===== src/rtl/decode_stage.sv =====
`default_nettype none
// +--------------------------------------------------------------------------+
// | decode_stage: RV32I decode with valid/ready handshake and writeback      |
// | scoreboard that stalls on pending sources.   Revision: 1.0               |
// +--------------------------------------------------------------------------+
module decode_stage #(
  parameter int XLEN = 32
) (
  input  logic            clk,
  input  logic            rst_n,
  input  logic            instr_valid,
  input  logic [31:0]     instr,
  output logic            instr_ready,
  output logic            dec_valid,
  input  logic            dec_ready,
  output logic [4:0]      rs1_address,
  output logic [4:0]      rs2_address,
  output logic [4:0]      rd,
  output logic            reg_write,
  output logic [XLEN-1:0] imm,
  output logic [6:0]      opcode,
  output logic [2:0]      funct3,
  output logic [6:0]      funct7,
  output logic            illegal,
  input  logic            wb_valid,
  input  logic [4:0]      wb_rd,
  input  logic            flush
);

  localparam logic [6:0] OP_R      = 7'b0110011;
  localparam logic [6:0] OP_IMM    = 7'b0010011;
  localparam logic [6:0] OP_LOAD   = 7'b0000011;
  localparam logic [6:0] OP_JALR   = 7'b1100111;
  localparam logic [6:0] OP_STORE  = 7'b0100011;
  localparam logic [6:0] OP_BRANCH = 7'b1100011;
  localparam logic [6:0] OP_LUI    = 7'b0110111;
  localparam logic [6:0] OP_AUIPC  = 7'b0010111;
  localparam logic [6:0] OP_JAL    = 7'b1101111;

  logic        use_rs1, use_rs2, writes, is_illegal;
  logic [31:0] imm_next;
  logic [4:0]  rs1_next, rs2_next, rd_next;
  logic        reg_write_next;
  logic [31:0] sb, sb_eff, sb_next, wb_mask, kill_mask, set_mask;
  logic        hazard, accept;

  always_comb begin
    use_rs1    = 1'b0;
    use_rs2    = 1'b0;
    writes     = 1'b0;
    is_illegal = 1'b0;
    imm_next   = 32'd0;
    case (instr[6:0])
      OP_R: begin
        use_rs1 = 1'b1;
        use_rs2 = 1'b1;
        writes  = 1'b1;
      end
      OP_IMM, OP_LOAD, OP_JALR: begin
        use_rs1  = 1'b1;
        writes   = 1'b1;
        imm_next = {{20{instr[31]}}, instr[31:20]};
      end
      OP_STORE: begin
        use_rs1  = 1'b1;
        use_rs2  = 1'b1;
        imm_next = {{20{instr[31]}}, instr[31:25], instr[11:7]};
      end
      OP_BRANCH: begin
        use_rs1  = 1'b1;
        use_rs2  = 1'b1;
        imm_next = {{19{instr[31]}}, instr[31], instr[7], instr[30:25], instr[11:8], 1'b0};
      end
      OP_LUI, OP_AUIPC: begin
        writes   = 1'b1;
        imm_next = {instr[31:12], 12'd0};
      end
      OP_JAL: begin
        writes   = 1'b1;
        imm_next = {{11{instr[31]}}, instr[31], instr[19:12], instr[20], instr[30:21], 1'b0};
      end
      default: is_illegal = 1'b1;
    endcase
  end

  assign rs1_next       = use_rs1 ? instr[19:15] : 5'd0;
  assign rs2_next       = use_rs2 ? instr[24:20] : 5'd0;
  assign rd_next        = instr[11:7];
  assign reg_write_next = writes && (rd_next != 5'd0);

  // Same-cycle writeback is bypassed so a stall releases in the cycle it clears.
  assign wb_mask = wb_valid ? (32'd1 << wb_rd) : 32'd0;
  assign sb_eff  = sb & ~wb_mask;
  assign hazard  = (use_rs1 && sb_eff[rs1_next]) || (use_rs2 && sb_eff[rs2_next]);

  assign instr_ready = (!dec_valid || dec_ready) && !hazard && !flush;
  assign accept      = instr_valid && instr_ready;

  // Set is applied last so it wins over any clear of the same index.
  assign kill_mask = (flush && dec_valid && reg_write) ? (32'd1 << rd) : 32'd0;
  assign set_mask  = (accept && reg_write_next) ? (32'd1 << rd_next) : 32'd0;
  assign sb_next   = ((sb_eff & ~kill_mask) | set_mask) & 32'hFFFF_FFFE;

  always_ff @(posedge clk or negedge rst_n) begin
    if (!rst_n) begin
      sb          <= 32'd0;
      dec_valid   <= 1'b0;
      rs1_address <= 5'd0;
      rs2_address <= 5'd0;
      rd          <= 5'd0;
      reg_write   <= 1'b0;
      imm         <= '0;
      opcode      <= 7'd0;
      funct3      <= 3'd0;
      funct7      <= 7'd0;
      illegal     <= 1'b0;
    end else begin
      sb <= sb_next;
      if (flush) begin
        dec_valid <= 1'b0;
      end else if (accept) begin
        dec_valid <= 1'b1;
      end else if (dec_ready) begin
        dec_valid <= 1'b0;
      end
      if (accept) begin
        rs1_address <= rs1_next;
        rs2_address <= rs2_next;
        rd          <= rd_next;
        reg_write   <= reg_write_next;
        imm         <= imm_next;
        opcode      <= instr[6:0];
        funct3      <= instr[14:12];
        funct7      <= instr[31:25];
        illegal     <= is_illegal;
      end
    end
  end

endmodule
`default_nettype wire


===== config.mk =====
export PLATFORM = sky130hd
export DESIGN_NAME = decode_stage
export DESIGN_NICKNAME = d
export VERILOG_FILES = /design/src/rtl/decode_stage.sv
export SDC_FILE = /design/constraint.sdc
export NUM_CORES = 1
export LEC_CHECK = 0
export ABC_AREA = 1
export CORE_ASPECT_RATIO = 1.1
export CORE_MARGIN = 2
export CORE_UTILIZATION = 47
export CTS_CLUSTER_SIZE = 8
export DETAILED_ROUTE_END_ITERATION = 12
export PLACE_DENSITY = 0.73
export SYNTH_ARGS = -nofsm -noshare
export SYNTH_HDL_FRONTEND = slang
export SYNTH_SLANG_ARGS = --single-unit

===== constraint.sdc =====
create_clock -name clk -period 3.6 [get_ports clk]
set_clock_uncertainty 0.15 [all_clocks]
set_input_delay 0.54 -clock clk [delete_from_list [all_inputs] [get_ports clk]]
set_output_delay 0.54 -clock clk [all_outputs]
set_load 0.05 [all_outputs]

==> impl_metrics.ini <==
[run_status]
status = finished, final reports clean

[drt]
viasPerCell = 5.59
topRoutingLayerUsed = met4
wl_met3_um = 1550
drc_errors = 0
wl_per_cell_um = 17.7
wl_um = 20800
firstDrtPassIters = 5
wl_met2_um = 10000
vias = 6535
wl_met1_um = 8760
first_iter_violations = 616
ant_nets = 0

[global_routing]
antenna_found_initial = 0
grt_pass1_wl_um = 32300
gr-total-overflow = 0
grt_pass1_vias = 5874
grt_max_degree = 66
grt.total_usage_pct = 30.3

[clocking]
clock_sinks = 98
cts_buffer_depth = 2
htree_levels = 3
cts_tree = done
clk_latency_ns = 0.34
ctsRootBufferMaster = clkbuf_16
clkTransAtPathRegs_ns = 0.07
cts_inserted_buffers = 9

[yosys]
async_flop_share_pct = 100
synth.top_cell.area_share_pct = 40.9
syn-num-nets = 916
post_synth_mux_area_share_pct = 0
synth_ff_type = dfrtp_1
synth_seq_cells = 98
synth_edf_count = 0
yosys.area_share.xor_xnor_pct = 0
synth-simple-area-share_pct = 41.4
ys_warn_count = 0
ys_top_cells_by_area = dfrtp_1, nand2_1, nand3_1, nor2_1, nand4_1
yosys.area.top_type = dfrtp_1
synth_cell_type_count = 34
syn_avg_cell_area_um2 = 6.87
synth_top_family_by_area = simple AND/OR/NAND/NOR gates
synth-compound-area-share_pct = 9.42
seq_area_frac_synth_pct = 40.9
synthAdderAreaFrac_pct = 0
synth_area_mm2 = 0.00600
synthCells = 873

[power]
cellPowerDensity_mw_per_mm2 = 399
total_power_mw = 3.18
p_comb_share_pct = 27.5
p_sw_share_pct = 33.8
p_seq_share_pct = 39.2
p_int_mw = 2.11
vdd_ir_drop_max_mv = 0.212
p_leak_nw = 3.96
clkPwrFrac_pct = 33.4
switching_power_mw = 1.08

[worst_hold_path]
hp-class = flop to flop
hold_end = rs1_address[0]
hp-start = rs1_address[0]
holdPathStages = 2

[setup_path]
arrival_ns = 2.82
critical_path_class = input pin to output port
slowest_stage = clkdlybuf4s50_1
cp-start-kind = input pin
cp_common_cell = nand2_1
end_kind = output port
critPathMaxFanout = 6
crit_chain = clkdlybuf4s50_1, nand2_2, clkinv_1, nand2_1, a21oi_4, buf_4, nor2_4, nor2_2, inv_2, nand3_1, nand2_1, clkinv_1, nand2_1, nand3_1, nand2_1, nor2_4, buf_12
rrSetupSlack_ns = 1.21
slowest_delay_ns = 0.51
worstReg2RegStart = sb[14]
reg2reg_depth = 17
r2r_end = rs2_address[4]
cp_data_required_time_ns = 2.91

[timing]
max_freq_ghz = 0.285
slew_violations = 0
worst_pin_slew_ns = 0.690
holdWs_ns = 0.319
setup_viol = 0
max-slew-margin-rel_pct = 53.8
final_hold_viol_count = 0
tns_ns = 0
fin_crit_ns = 3.51
timing.final.crit_share_pct = 97.4

[die]
initial_core_util_pct = 47.9
core_area_mm2 = 0.0125
die_h_um = 123
ios = 111
row_count = 43
die_w_um = 112
fp.dieArea_mm2 = 0.0137

[finish]
fin_nets = 1051
antenna_cells = 0
finalInstanceArea_mm2 = 0.00798
syn_to_final_growth_pct = 33.0
layoutNonFillerInstCount = 1170
layout-drive-gt1-share_pct = 10.1

[flow_run]
drv_cap = 0

[placed_design]
dp_cells = 1139
hpwl_um = 15100
place.port_buffers = 110
gp_congestion = 0.949
dpl_cell_area_mm2 = 0.00748
cell type report:
class / count / area, um2
well taps: 157 / 196
flip-flops and latches: 98 / 2450
fillers: 1166 / 4550
clock buffers: 11 / 243
repair buffers: 172 / 1650
multi-input cells: 658 / 3100
inverters: 69 / 259
clock inverters: 5 / 86.3
worst max-delay path by stage:
stage          startpoint          end  slack, ns
3_5_place_dp     instr[4]  instr_ready       0.02
4_1_cts          instr[4]  instr_ready      0.009
2_1_floorplan    instr[1]  instr_ready       0.69
3_3_place_gp     instr[6]  instr_ready       0.07
6_report         instr[1]  instr_ready       0.09
5_1_grt          instr[1]  instr_ready      -0.02
cells in the mapped netlist (2+ instances only):
cell type,count
nand4_1,41
nand2_1,277
clkbuf_1,22
buf_2,15
nor2_4,2
o31ai_1,7
a21boi_0,13
inv_2,5
o21a_1,7
dfrtp_1,98
nor3_1,15
o211ai_1,2
nor2_2,2
buf_4,6
nor2_1,83
a41oi_1,6
o2111ai_1,2
nand3_1,145
buf_6,2
o21ai_1,2
clkinv_1,6
o22ai_1,5
inv_1,58
o21ai_0,36
a21oi_1,3
nand2_2,2
buf_1,4
registers in the layout (all words and copies together) (netlist names):
| register | cells |
|---|---|
| dec_valid | 1 |
| funct3 | 3 |
| funct7 | 7 |
| illegal | 1 |
| imm | 32 |
| opcode | 7 |
| rd | 5 |
| reg_write | 1 |
| rs1_address | 5 |
| rs2_address | 5 |
| sb | 31 |
cell families (layout without fill, tap and decap cells):
logic type / after synthesis / in the layout
and+or+nand+nor: 570 / 571
buffers and inverters: 118 / 257
AOI/OAI and AO/OA: 87 / 87
DFF: 98 / 98
placed cells by master, fill, tap and decap left out, types with 2 or more instances in the layout:
cell and count:
o31ai_1 7, nand2_4 2, dfrtp_1 98, clkinv_1 6
nor3_1 14, clkinv_4 2, clkdlybuf4s50_1 102, inv_2 5
o21ai_1 2, o21ai_0 36, nor2_4 4, nand4_1 41
nand2_1 276, dlymetal6s2s_1 5, clkbuf_16 9, inv_1 58
buf_12 6, o22ai_1 5, a21oi_1 3, nand2_2 3
buf_4 57, nor2_2 5, nand3_1 145, nor2_1 78
o211ai_1 2, o21a_1 7, bufinv_16 2, o2111ai_1 2
a21boi_0 13, a41oi_1 6
per-stage QoR:
step / setup slack, ns / util [%]
6_report: 0.0928 / 63.7
5_1_grt: -0.0196 / 63.7
4_1_cts: 0.00889 / 62.4
3_5_place_dp: 0.0209 / 59.7
3_3_place_gp: 0.0662 / 59.7
2_1_floorplan: 0.688 / -
timing repair:
item | 4_1_cts | 5_1_grt
endpoints found under the hold margin | 6 | 0
setup endpoints to repair | 0 | 1
resized for setup | 0 | 16
hold buffers | 1 | 0
setup buffers | 0 | 13
routing by layer:
metal  vias up  track usage, %
li1       3168               -
met1      3041            42.7
met2       297            49.4
met3        29            3.75
met4         0            9.18
met5         -               0
critical path: cells and delay by family:
family	cells	cell delay [ns]
buffers and inverters	6	1.05
and+or+nand+nor	10	0.98
AOI/OAI and AO/OA	1	0.23
power by group through the flow:
stage / Clock (mW) / Sequential, mW / Combinational (mW)
2_1_floorplan: 0 / 1.46 / 0.301
3_3_place_gp: 0 / 1.26 / 0.851
3_5_place_dp: 0 / 1.26 / 0.855
4_1_cts: 1.07 / 1.24 / 0.859
5_1_grt: 1.11 / 1.26 / 0.937
6_report: 1.06 / 1.25 / 0.874
Note: power is estimated with default switching activity, not from simulation.
